<file path="src/rtl/inst_arb_pkg.sv">
// Shared definitions for the instruction-fetch arbiter: FSM encoding, block geometry
// and the block-align helper.
package inst_arb_pkg;

  localparam logic [1:0] ST_IDLE  = 2'd0;
  localparam logic [1:0] ST_ISSUE = 2'd1;
  localparam logic [1:0] ST_WAIT  = 2'd2;
  localparam logic [1:0] ST_RESP  = 2'd3;

  localparam int BLOCK_BYTES_DEF = 32;
  localparam int BLOCK_OFF_W     = $clog2(BLOCK_BYTES_DEF);
  localparam int BLOCK_W         = 256;

  // Clears the low off_w bits so the address points at the start of its block.
  function automatic logic [63:0] block_align(input logic [63:0] addr, input int off_w);
    logic [63:0] mask;
    mask = ~((64'd1 << off_w) - 64'd1);
    return addr & mask;
  endfunction

endpackage

</file>
<file path="src/rtl/inst_arb_watchdog.sv">
// WAIT-state watchdog for inst_fetch_arbiter; only built with INST_ARB_TIMEOUT_EN.
// Counts WAIT cycles since the last ISSUE and flags the cycle the limit is reached.
`ifdef INST_ARB_TIMEOUT_EN
module inst_arb_watchdog #(
  parameter int TIMEOUT = 15
) (
  input  logic i_clk,
  input  logic i_rst,
  input  logic i_clear,
  input  logic i_inc,
  output logic o_expire
);

  logic [3:0] r_cnt;

  always_ff @(posedge i_clk or posedge i_rst) begin
    if (i_rst) begin
      r_cnt <= '0;
    end else if (i_clear) begin
      r_cnt <= '0;
    end else if (i_inc) begin
      r_cnt <= r_cnt + 4'd1;
    end
  end

  // The count holds the number of earlier WAIT cycles, so this fires on the TIMEOUT-th one.
  assign o_expire = i_inc && (r_cnt == 4'(TIMEOUT - 1));

endmodule
`endif

</file>
<file path="src/rtl/inst_fetch_arbiter.sv">
// Shares the 8-word instruction memory between demand-miss and next-line prefetch.
// Optional WAIT watchdog with mem_read retry and timeout_seen port: INST_ARB_TIMEOUT_EN.
module inst_fetch_arbiter
  import inst_arb_pkg::*;
#(
  parameter int ADDR_W      = 32,
  parameter int BLOCK_BYTES = 32,
  parameter int TIMEOUT     = 15
) (
  input  logic               clk,
  input  logic               start,
  input  logic               dmd_req,
  input  logic [ADDR_W-1:0]  dmd_addr,
  output logic               dmd_ack,
  input  logic               prf_req,
  input  logic [ADDR_W-1:0]  prf_addr,
  output logic               prf_ack,
  output logic               mem_read,
  output logic [ADDR_W-1:0]  mem_pc,
  input  logic               mem_valid,
  input  logic [BLOCK_W-1:0] mem_block,
  output logic               resp_valid,
  output logic               resp_to_dmd,
  output logic               resp_to_prf,
  output logic [ADDR_W-1:0]  resp_addr,
  output logic [BLOCK_W-1:0] resp_block,
`ifdef INST_ARB_TIMEOUT_EN
  output logic               timeout_seen,
`endif
  output logic               busy
);

  localparam int OFF_W = $clog2(BLOCK_BYTES);

  if (((BLOCK_BYTES & (BLOCK_BYTES - 1)) != 0) || (TIMEOUT < 2) || (TIMEOUT > 15)) begin : g_param_check
    $error("inst_fetch_arbiter: BLOCK_BYTES must be a power of two and TIMEOUT within 2..15");
  end

  logic [1:0]         r_state;
  logic [ADDR_W-1:0]  r_addr;
  logic               r_own_dmd;
  logic               r_own_prf;
  logic               r_merge_ack;
  logic [BLOCK_W-1:0] r_block;

  logic [ADDR_W-1:0]  w_dmd_al;
  logic [ADDR_W-1:0]  w_prf_al;
  logic               w_merge;
  logic               w_expire;
  logic               w_first_issue;

  assign w_dmd_al = ADDR_W'(block_align(64'(dmd_addr), OFF_W));
  assign w_prf_al = ADDR_W'(block_align(64'(prf_addr), OFF_W));

  // A demand hitting the block already in flight rides on that read instead of queueing.
  assign w_merge = (r_state == ST_WAIT) && dmd_req && !r_own_dmd && (w_dmd_al == r_addr);

`ifdef INST_ARB_TIMEOUT_EN
  logic r_retry;
  logic r_timeout_seen;

  inst_arb_watchdog #(
    .TIMEOUT (TIMEOUT)
  ) u_watchdog (
    .i_clk    (clk),
    .i_rst    (start),
    .i_clear  (r_state == ST_ISSUE),
    .i_inc    (r_state == ST_WAIT),
    .o_expire (w_expire)
  );

  // A retried ISSUE re-pulses mem_read but must not repeat the owner acks.
  always_ff @(posedge clk or posedge start) begin
    if (start) begin
      r_retry        <= 1'b0;
      r_timeout_seen <= 1'b0;
    end else if (r_state == ST_IDLE) begin
      r_retry <= 1'b0;
    end else if ((r_state == ST_WAIT) && !mem_valid && w_expire) begin
      r_retry        <= 1'b1;
      r_timeout_seen <= 1'b1;
    end
  end

  assign w_first_issue = !r_retry;
  assign timeout_seen  = r_timeout_seen;
`else
  assign w_expire      = 1'b0;
  assign w_first_issue = 1'b1;
`endif

  always_ff @(posedge clk or posedge start) begin
    if (start) begin
      r_state     <= ST_IDLE;
      r_addr      <= '0;
      r_own_dmd   <= 1'b0;
      r_own_prf   <= 1'b0;
      r_merge_ack <= 1'b0;
      r_block     <= '0;
    end else begin
      r_merge_ack <= 1'b0;
      case (r_state)
        ST_IDLE: begin
          if (dmd_req) begin
            r_addr    <= w_dmd_al;
            r_own_dmd <= 1'b1;
            r_own_prf <= prf_req && (w_prf_al == w_dmd_al);
            r_state   <= ST_ISSUE;
          end else if (prf_req) begin
            r_addr    <= w_prf_al;
            r_own_dmd <= 1'b0;
            r_own_prf <= 1'b1;
            r_state   <= ST_ISSUE;
          end
        end
        ST_ISSUE: begin
          r_state <= ST_WAIT;
        end
        ST_WAIT: begin
          if (w_merge) begin
            r_own_dmd   <= 1'b1;
            r_merge_ack <= 1'b1;
          end
          if (mem_valid) begin
            r_block <= mem_block;
            r_state <= ST_RESP;
          end else if (w_expire) begin
            r_state <= ST_ISSUE;
          end
        end
        default: begin
          r_state <= ST_IDLE;
        end
      endcase
    end
  end

  assign mem_read    = (r_state == ST_ISSUE);
  assign mem_pc      = r_addr;
  assign dmd_ack     = (mem_read && w_first_issue && r_own_dmd) || r_merge_ack;
  assign prf_ack     = mem_read && w_first_issue && r_own_prf;
  assign resp_valid  = (r_state == ST_RESP);
  assign resp_to_dmd = resp_valid && r_own_dmd;
  assign resp_to_prf = resp_valid && r_own_prf;
  assign resp_addr   = resp_valid ? r_addr : '0;
  assign resp_block  = r_block;
  assign busy        = (r_state != ST_IDLE);

endmodule
</file>
<file path="config.mk">
export PLATFORM = sky130hd
export DESIGN_NAME = inst_fetch_arbiter
export DESIGN_NICKNAME = d
export VERILOG_FILES = /design/src/rtl/inst_arb_pkg.sv /design/src/rtl/inst_arb_watchdog.sv /design/src/rtl/inst_fetch_arbiter.sv
export SDC_FILE = /design/constraint.sdc
export NUM_CORES = 1
export LEC_CHECK = 0
export BUFFER_PORTS_ARGS = -buffer_cell sky130_fd_sc_hd__buf_2
export CAP_MARGIN = 20
export CORE_AREA = 4 4 250 252
export DETAILED_ROUTE_END_ITERATION = 10
export DIE_AREA = 0 0 254 256
export PLACE_DENSITY = 0.46
export SYNTH_ARGS = -nofsm -noshare
export SYNTH_HDL_FRONTEND = slang
export SYNTH_SLANG_ARGS = --single-unit
</file>
<file path="constraint.sdc">
create_clock -name clk -period 25.3 [get_ports clk]
set_input_delay 0 -clock clk [delete_from_list [all_inputs] [get_ports clk]]
set_output_delay 0 -clock clk [all_outputs]
set_load 0.02 [all_outputs]
</file>
Word level (Yosys, flattened, before mapping)
Cells that the tools add are included.
{"block": "totals", "in_bits": 325, "output_inout_bits": 327, "word_cells": 47, "register_bits": 293}
{"block": "op_classes", "n_eq_ne": 8, "reduce_logical": 18, "mux": 15}
{"operator": "32-bit 2-to-1 mux", "n": 3}
{"operator": "32-bit equality test", "n": 1}
{"operator": "27-bit equality test", "n": 1}
{"operator": "1-bit logical AND", "n": 8}
{"operator": "1-bit 2-to-1 mux", "n": 7}
{"operator": "2-bit 2-to-1 mux", "n": 3}
{"operator": "2-bit case mux with 3 select lines", "n": 1}
{"operator": "2-bit AND reduction", "n": 3}
{"operator": "2-bit nonzero test", "n": 3}
{"operator": "2-bit equality test, second input constant", "n": 2}
{"operator": "2-bit inequality test, second input constant", "n": 2}
{"operator": "3-bit inequality test, second input constant", "n": 1}
{"operator": "3-bit AND reduction", "n": 1}
{"operator": "2-bit by 1-bit equality test with 1-bit output, second input constant", "n": 1}
{"operator": "2-bit zero test", "n": 1}
{"operator": "1-bit case mux with 2 select lines", "n": 1}
{"operator": "1-bit zero test", "n": 1}
{"operator": "1-bit logical OR", "n": 1}

Logic depth before layout (Yosys ltp)
Gate-level depths: netlist of the first run.
{"block": "logic_depth", "ltp_word": 6, "ltp_mapped": 7}

Least setup slack after synthesis of the first run
No wires, ideal clock.
{"block": "synth_timing", "path_kind": "register to register", "start": "register r_state[0]", "end": "register r_block[0], in the netlist resp_block[0]", "synth_period_minus_slack_ns": 1.680, "slack_ns": 23.620, "setup_ns": 0.125, "stages_incl_launch_ff": 7, "path_buffers": 2, "t_required_ns": 25.175, "arrival_ns": 1.555, "path_cell_list": "dfrtp_1 > inv_1 > ha_1 > nand2_1 > clkbuf_1 > buf_2 > mux2_2"}
{"block": "synth_via", "elab_chain_cells": 2}
{"element": "from (decl)", "line": "inst_fetch_arbiter.sv:39", "text": "logic [1:0] r_state;"}
{"element": "from (signal assigned)", "line": "inst_fetch_arbiter.sv:94", "text": "r_state <= ST_IDLE;"}
{"element": "from (signal assigned)", "line": "inst_fetch_arbiter.sv:108", "text": "r_state <= ST_ISSUE;"}
{"element": "from (signal assigned)", "line": "inst_fetch_arbiter.sv:113", "text": "r_state <= ST_ISSUE;"}
{"element": "2-bit equality test", "line": "inst_fetch_arbiter.sv:102", "text": "case (r_state)"}
{"element": "2-bit AND reduction (no source line)"}
{"element": "to (signal assigned)", "line": "inst_fetch_arbiter.sv:125", "text": "r_block <= mem_block;"}
{"element": "to (decl)", "line": "inst_fetch_arbiter.sv:44", "text": "logic [BLOCK_W-1:0] r_block;"}
No other way between the ends.
A chain may end at the register's enable or synchronous reset.

Final worst setup path of the first run
{"block": "layout_timing", "start": "register r_state[0]", "end": "register r_block[116], in the netlist resp_block[116]"}
Same word-level chain as after synthesis.

==> results by group, run 1 <==
Timing
  – Hold_ws: between 0.1 and 0.15 ns
  – Final Hold Vio Count: 0
  – RSZ-0062 raised after global routing: no
  – Post-route clock period utilization: approximately 14%
  – Worst-Margin Slew: approximately 0.95 ns
  – Slew headroom: 36.98%
  – Setup violators final: 0
  – Fmax: about 280 MHz
  – Setup TNS: 0 ns
  – Skew final: 0.02027 ns
  – Max-slew violation count: 0
  – Tmin final: ~3.5 ns
  – Setup ws final: 21.76 ns

Setup path
  – Worst stage delay on the critical path: 0.77 ns
  – CP Capture Type: flip-flop
  – CP Data Arrival Time: around 4.0 ns
  – Startpoint Class: flip-flop
  – Critical path type: reg2reg
  – Cells along the critical path: inv_1, ha_1, nand2_4, buf_4, buf_4, mux2_2
  – Crit path top cell by count: buf_4
  – Worst path required time: around 26 ns
  – Slowest cell on the critical path: buf_4
  – Worst-path fanout max: 63

Die
  – Starting Density: slightly below 20%
  – Core area: about 60,000 µm²
  – IO Count: 652
  – Chip width: 254 µm
  – Num rows: 90
  – Die Area: 65,020 µm²
  – Die height: 256 µm

Power
  – Worst vdd ir: 0.00006021 V
  – PwrDens: between 100 and 150 nW/µm²
  – Lkg Pwr: ~9.7 nW

Placed design
  – Placer Congestion: a little under 0.8
  – Post-DP HPWL: between 30,000 and 40,000 µm
  – Setup WS pre-CTS: between 20 and 25 ns
  – Placed cells: ~2,200
  – Area after DPL: roughly 16,000 µm²
  – Port Buffer Count: 631

Finish
  – Final net count: 2,088
  – Final instance area: approximately 20,000 µm²
  – Ratio of cells with drive above 1 in the final layout: 53.40%
  – Final non-filler cell total: around 2,600
  – Area Overhead vs Synth: 70.02%

Synthesis
  – Largest area contributor in the netlist: dfrtp_1
  – #FFs+latches synth: around 290
  – Most instantiated cells after synthesis: 288 x dfrtp_1, 256 x mux2_2, 43 x xor2_1
  – Synth Warn #: 0
  – Synth cell types: 26
  – Post-synth EDFFs: 0
  – Sequential share of the synthesized area: a little over 60%
  – Async set-or-reset flop fraction in the synthesized netlist: 100.0%
  – Largest cells by area after synthesis: dfrtp_1 61%, mux2_2 24%, xor2_1 3.2%
  – Yosys top cell area share: between 60% and 70%
  – Most common cell in the netlist: dfrtp_1
  – Synth Flop Type: dfrtp_1
  – Cells after Synth: about 800
  – Cell Area, Synth: about 12,000 µm²
  – Syn_area_per_cell: 14.70 µm²

Clock tree
  – Post_cts resized: 0
  – Worst skew pair latency: approximately 0.53 ns
  – Clock sink total: 288
  – Root buf cell: clkbuf_16
  – CTS tree: yes
  – H-Tree Depth: 2
  – CTS Buf Count: 36
  – Clk pin slew, worst setup/hold paths: 0.06 ns
  – Longest Clk Path Bufs: 3

Global routing
  – Initial antenna violation count: 3
  – Remaining Overflow, GRT: 0
  – Vias in the first global route: between 10,000 and 15,000
  – First-pass GRT wire length: 63,740 µm
  – Largest net degree at the start of global routing: 98
  – Global-route total usage across every layer: around 12%

Route
  – DR top layer: met5
  – Final WL: around 42,000 µm
  – DRT Pass-1 Iters: 4
  – Metal-1 WL: about 16,000 µm
  – Antenna-violating nets left: 0
  – Initial DRC count: ~340
  – Via/cell ratio: 3.876
  – Met2 wire length: about 22,000 µm
  – Vias: around 9,900
  – WL/cell: ~16 µm
  – # DRC: 0
  – Met3 WL: ~2600 µm

Outcome
  – Outcome: finished clean

Job
  – MaxCap Viol Count: 0

Min path
  – Min-delay worst type: in2async
-- routing by layer --
metal  track usage, %  vias to the layer above
met3            2.805                       76
met4            4.176                        2
met1            13.57                     4845
met5                0                        -
li1                 -                     4669
met2            23.03                      341
-- cell type report --
cell class                      count  area, µm²
Clock inverter                      9      62.56
Sequential cell                   288       7207
Inverter                            6      30.03
Antenna cell                        2      5.005
Timing Repair Buffer              957       6401
Multi-Input combinational cell    470       4382
Fill cell                        6045      40040
Clock buffer                       49       1022
Tap cell                          782      978.4
-- repair_timing --
item,in CTS,in global routing
hold buffers,318,0
hold endpoints to repair,383,0
buffers inserted,0,0
-- power breakdown --
group | internal, mW | total, mW | switching, mW
registers | 0.697 | 0.832 | 0.135
clock network | 0.282 | 0.478 | 0.197
logic | 0.461 | 1.10 | 0.636
total | 1.44 | 2.41 | 0.968
-- final timing paths --
path	end	from	slack, ns	cells past startpoint
hold reg to reg	resp_block[222]	resp_block[222]	0.50	1
max in group asynchronous	mem_pc[24]	start	22.93	5
setup / recovery	resp_block[116]	r_state[0]	21.76	6
setup reg to reg	resp_block[116]	r_state[0]	21.76	6
min in group clk	r_own_dmd	dmd_addr[11]	0.13	5
hold / removal	resp_block[85]	start	0.13	3
-- flip-flops by register name, indices dropped and copies added, names as in the netlist --
name and count:
r_merge_ack 1, r_own_prf 1, r_own_dmd 1, mem_pc 27
r_state 2, resp_block 256
-- critical path, delay by kind of cell (launching register included) --
family        cells  cell delay [ns]
simple gates      1             0.61
buf+inv           3             1.59
mux               1             0.41
flops             1             0.40
fa+ha+maj         1             0.27
-- cells in the final DEF, fill, tap and decap left out, types with 11 or more instances in the layout --
master	Yosys	final
mux2i_1	28	28
and2_1	30	30
dfrtp_1	288	288
xnor2_1	11	11
mux2_2	256	256
dlygate4sd3_1	0	318
xor2_1	43	43
buf_2	28	631
clkbuf_16	0	38
nand2_1	29	28
o21ai_0	31	31
-- cell families (layout without fill, tap and decap cells) --
logic type	count (synthesis)	count (layout)	share of synthesized area, %
fa+ha+maj	4	4	0.4236
compound gates	38	38	1.737
simple gates	80	80	3.675
mux	284	284	26.77
xor+xnor	54	54	4.003
buf+inv	55	1021	2.361
other cells	1	12	0.03174
flops	288	288	61.00
-- through the flow --
stage | total power [mW] | util, %
2_1_floorplan | 1.487 | -
3_3_place_gp | 1.886 | 26.30
3_5_place_dp | 1.904 | 26.30
4_1_cts | 2.445 | 33.40
5_1_grt | 2.550 | 33.41
6_report | 2.407 | 33.41
No activity file was read; power rests on OpenSTA's default activity.
==> inputs of run 2 (changes only) <==
--- a/config.mk
+++ b/config.mk
@@ -5,12 +5,13 @@
 export SDC_FILE = /design/constraint.sdc
 export NUM_CORES = 1
 export LEC_CHECK = 0
+export ABC_AREA = 1
 export BUFFER_PORTS_ARGS = -buffer_cell sky130_fd_sc_hd__buf_2
 export CAP_MARGIN = 20
-export CORE_AREA = 4 4 250 252
+export CORE_AREA = 4 4 249 251
 export DETAILED_ROUTE_END_ITERATION = 10
-export DIE_AREA = 0 0 254 256
-export PLACE_DENSITY = 0.46
+export DIE_AREA = 0 0 253 255
+export PLACE_DENSITY = 0.47
 export SYNTH_ARGS = -nofsm -noshare
 export SYNTH_HDL_FRONTEND = slang
 export SYNTH_SLANG_ARGS = --single-unit
==> constraint.sdc (replaced) <==
create_clock -name clk -period 3.6 [get_ports clk]
set_input_delay 0 -clock clk [delete_from_list [all_inputs] [get_ports clk]]
set_output_delay 0 -clock clk [all_outputs]
set_load 0.02 [all_outputs]
==> run 2 against run 1 <==
Die area fell by 0.78%; sequential share of layout area decreased by 1.2 points; worst hold slack worse by 0.0081 ns; register-to-register slack got worse by 21 ns; first-iteration DRC count is 48% higher; cell area increased by 3.5%; count of clock-buffer cells in the layout is 2 higher; flip-flop and latch count unchanged; clock power rose to 7.5 times the previous value; maximum frequency increased by 25%; clock skew decreased by 0.014 ns; worst setup slack worse by 21 ns; largest cell class unchanged.
==> results by group, run 2 <==
Die
  – Die Area: 64,520 µm² (-0.78%)
  – Chip width: 253 µm (-0.39%)
  – Num rows: 90 (unchanged)
  – Die height: 255 µm (-0.39%)
  – Starting Density: 20.58% (+0.93 points)
  – Core area: 59,910 µm² (-0.37%)
  – IO Count: 652 (unchanged)

Power
  – PwrDens: 856.4 nW/µm² (+610%)
  – Clk pwr share: 20.1% (+0.2 points)
  – P_sw: 7.185 mW (+640%)
  – P_int: 10.63 mW (+640%)
  – Combinational Power Share: 47.1% (+1.5 points)
  – Lkg Pwr: 10.19 nW (+5.0%)
  – Worst vdd ir: 0.0004468 V (+640%)
  – Sw frac: 40.34% (+0.13 points)
  – Sequential Power Share: 32.8% (-1.8 points)

Synthesis
  – Cell Area, Synth: 12,330 µm² (+4.3%)
  – Synth cell types: 30 (+15%)
  – Most common cell in the netlist: dfrtp_1
  – Syn_area_per_cell: 12.55 µm² (-15%)
  – Post-synth EDFFs: 0 (unchanged)
  – Most instantiated cells after synthesis: 288 x dfrtp_1, 256 x mux2_2, 163 x nand2_1
  – Async set-or-reset flop fraction in the synthesized netlist: 100.0% (unchanged)
  – Synth Flop Type: dfrtp_1
  – Synth Warn #: 0 (unchanged)
  – Sequential share of the synthesized area: 58.46% (-2.5 points)
  – Cells after Synth: 982 (+22%)
  – Largest area contributor in the netlist: dfrtp_1
  – Largest cells by area after synthesis: dfrtp_1 58%, mux2_2 23%, nand2_1 5.0%
  – #FFs+latches synth: 288 (unchanged)
  – Yosys top cell area share: 58.46% (-2.5 points)

Setup path
  – CP Capture Type: flip-flop
  – Worst stage delay on the critical path: 0.58 ns (-0.19 ns)
  – Worst R2R Setup Slack: 0.76 ns (-21.00 ns)
  – CP endpoint: r_merge_ack
  – Critical Path Stages: 10 (+4)
  – Launching point of the worst reg2reg path: r_state[0]
  – Worst-path fanout max: 5 (-92%)
  – Reg2Reg Depth: 10 (+4)
  – CP startpoint: r_state[0]
  – Startpoint Class: flip-flop
  – CP bufs+invs: 3 (unchanged)
  – Worst path required time: 4.06 ns (-21.65 ns)
  – Cells along the critical path: inv_1, ha_1, nand2_1, nor2_1, nand2_1, nor4_1, nand4_1, dlygate4sd3_1, nor2_1, dlygate4sd3_1
  – CP Data Arrival Time: 3.30 ns (-0.65 ns)
  – Slowest cell on the critical path: dlygate4sd3_1
  – CP top delay family: buffers and inverters
  – Worst r2r dst: r_merge_ack
  – Critical path type: reg2reg

Timing
  – Fmax: 352.1 MHz (+25%)
  – Post-route clock period utilization: 78.90% (+65 points)
  – Slew headroom: 51.97% (+15 points)
  – Setup ws final: 0.7597 ns (-21.00 ns)
  – RSZ-0062 raised after global routing: no
  – Skew final: 0.006315 ns (-0.01395 ns)
  – Tmin final: 2.840 ns (-0.6999 ns)
  – Hold_ws: 0.1172 ns (-0.008111 ns)
  – Final Hold Vio Count: 0 (unchanged)
  – Max-slew violation count: 0 (unchanged)
  – Setup violators final: 0 (unchanged)
  – Setup TNS: 0 ns (unchanged)
  – Worst-Margin Slew: 0.7204 ns (-0.2249 ns)

Finish
  – # diodes: 0 (-2)
  – Register area: 7207 µm² (unchanged)
  – Commonest non-fill, non-tap cell in the layout: buf_2
  – Area of the multi-input gates: 4417 µm² (+0.80%)
  – Max reg flops: 256 (unchanged)
  – # fillers: 5,960 (-1.4%)
  – Final instance area: 20,800 µm² (+3.5%)
  – Most frequent cells in the layout: 631 x buf_2, 336 x dlygate4sd3_1, 288 x dfrtp_1, 256 x mux2_2, 163 x nand2_1
  – Ratio of cells with drive above 1 in the final layout: 48.64% (-4.8 points)
  – Final net count: 2,291 (+9.7%)
  – Area Overhead vs Synth: 68.71%

Placed design
  – Port Buffer Count: 631 (unchanged)
  – Placer Congestion: 0.8484 (+8.8%)
  – Setup WS pre-CTS: 1.292 ns (-20.40 ns)
  – Area after DPL: 16,270 µm² (+2.8%)
  – Post-DP HPWL: 31,730 µm (+4.3%)

Global routing
  – Initial antenna violation count: 0 (-3)
  – Vias in the first global route: 11,790 (+5.0%)
  – First-pass GRT wire length: 66,450 µm (+4.3%)
  – Largest net degree at the start of global routing: 92 (-6.1%)
  – Remaining Overflow, GRT: 0 (unchanged)
  – Global-route total usage across every layer: 12.89% (+0.59 points)

Job
  – MaxCap Viol Count: 0 (unchanged)

Route
  – WL/cell: 16.02 µm (-1.6%)
  – Initial DRC count: 499 (+48%)
  – Via/cell ratio: 3.994 (+3.1%)
  – Antenna-violating nets left: 0 (unchanged)
  – # DRC: 0 (unchanged)
  – Vias: 11,060 (+11%)
  – Final WL: 44,350 µm (+6.2%)
  – DRT Pass-1 Iters: 5 (+1)

Min path
  – Min-delay worst type: in2async

Clock tree
  – Root buf cell: clkbuf_16
  – Longest Clk Path Bufs: 3 (unchanged)
  – Worst skew pair latency: 0.52 ns (about the same)
  – Setup bufs post-CTS: 0 (unchanged)
  – CTS Buf Count: 36 (unchanged)
  – Clk pin slew, worst setup/hold paths: 0.06 ns (about the same)
  – CTS tree: yes
  – Post_cts resized: 0 (unchanged)
  – H-Tree Depth: 2 (unchanged)
  – Clock sink total: 288 (unchanged)

Outcome
  – Outcome: finished clean
[run 2: cell count changes in the layout (fill, tap and decap cells not counted), sizes merged, moves of 15 or more]
cell         before  now
nand2            29  164
inv               6   81
xor2             43    5
nor2              1   35
and2             30    0
mux2i            28    0
o21ai            32   12
dlygate4sd3     318  336
a31oi             1   16
[run 2: through the flow]
stage                     cells  util [%]  power [mW]
after CTS                  2768     34.72       18.04
final                      2768     34.72       17.81
after global placement     2370     27.15       13.75
after detailed placement   2370     27.15       13.85
after floorplan             991         -       10.94
after global routing       2768     34.72       18.91
[run 2: per-layer routing]
layer  track usage [%]  share of wire, %  vias up
li1                  -                 -     5199
met1             14.84                38     5339
met4             3.814               2.5        0
met2             23.30                51      449
met5                 0                 0        -
met3             3.780               8.2       68
[run 2: kinds of logic after synthesis]
| logic type | count (synthesis) | synth area share [%] |
|---|---|---|
| mux | 256 | 23.38 |
| simple gates | 225 | 7.307 |
| fa+ha+maj | 4 | 0.4060 |
| compound gates | 52 | 2.679 |
| buf+inv | 133 | 6.100 |
| flops | 288 | 58.46 |
| other cells | 1 | 0.03042 |
| xor+xnor | 23 | 1.634 |
[run 2: repair_timing]
item	CTS	global route
hold endpoints to repair	311	0
setup endpoints to repair	0	0
hold buffers	336	0
[run 2: tightest hold or removal path, stage by stage]
cell and delay, ns:
dlygate4sd3_1 0.54, buf_2 0.14, clkinvlp_4 0.43
[run 2: power by group through the flow]
stage               clock network, mW  registers [mW]  logic (mW)
floorplan                           0            7.82        3.12
global placement                    0            5.84        7.91
detailed placement                  0            5.89        7.96
CTS                              3.74            5.85        8.45
global route                     3.85            6.06        9.00
finish                           3.58            5.84        8.39
[run 2: worst min path at each step]
stage                      endpoint  slack, ns
floorplan                mem_pc[18]       0.15
global placement    resp_block[110]       0.14
detailed placement  resp_block[110]       0.14
CTS                       r_own_dmd       0.08
global route         resp_block[88]       0.14
finish               resp_block[88]       0.12
[run 2: layout make-up]
| type | instances | area share, % |
|---|---|---|
| sequential | 288 | 34.65 |
| timing repair buffer | 985 | 32.30 |
| multi-input combinational | 570 | 21.24 |
| clock buffer | 51 | 4.999 |
| tap | 782 | 4.704 |
| inverter | 81 | 1.480 |
| clock inverter | 11 | 0.6256 |
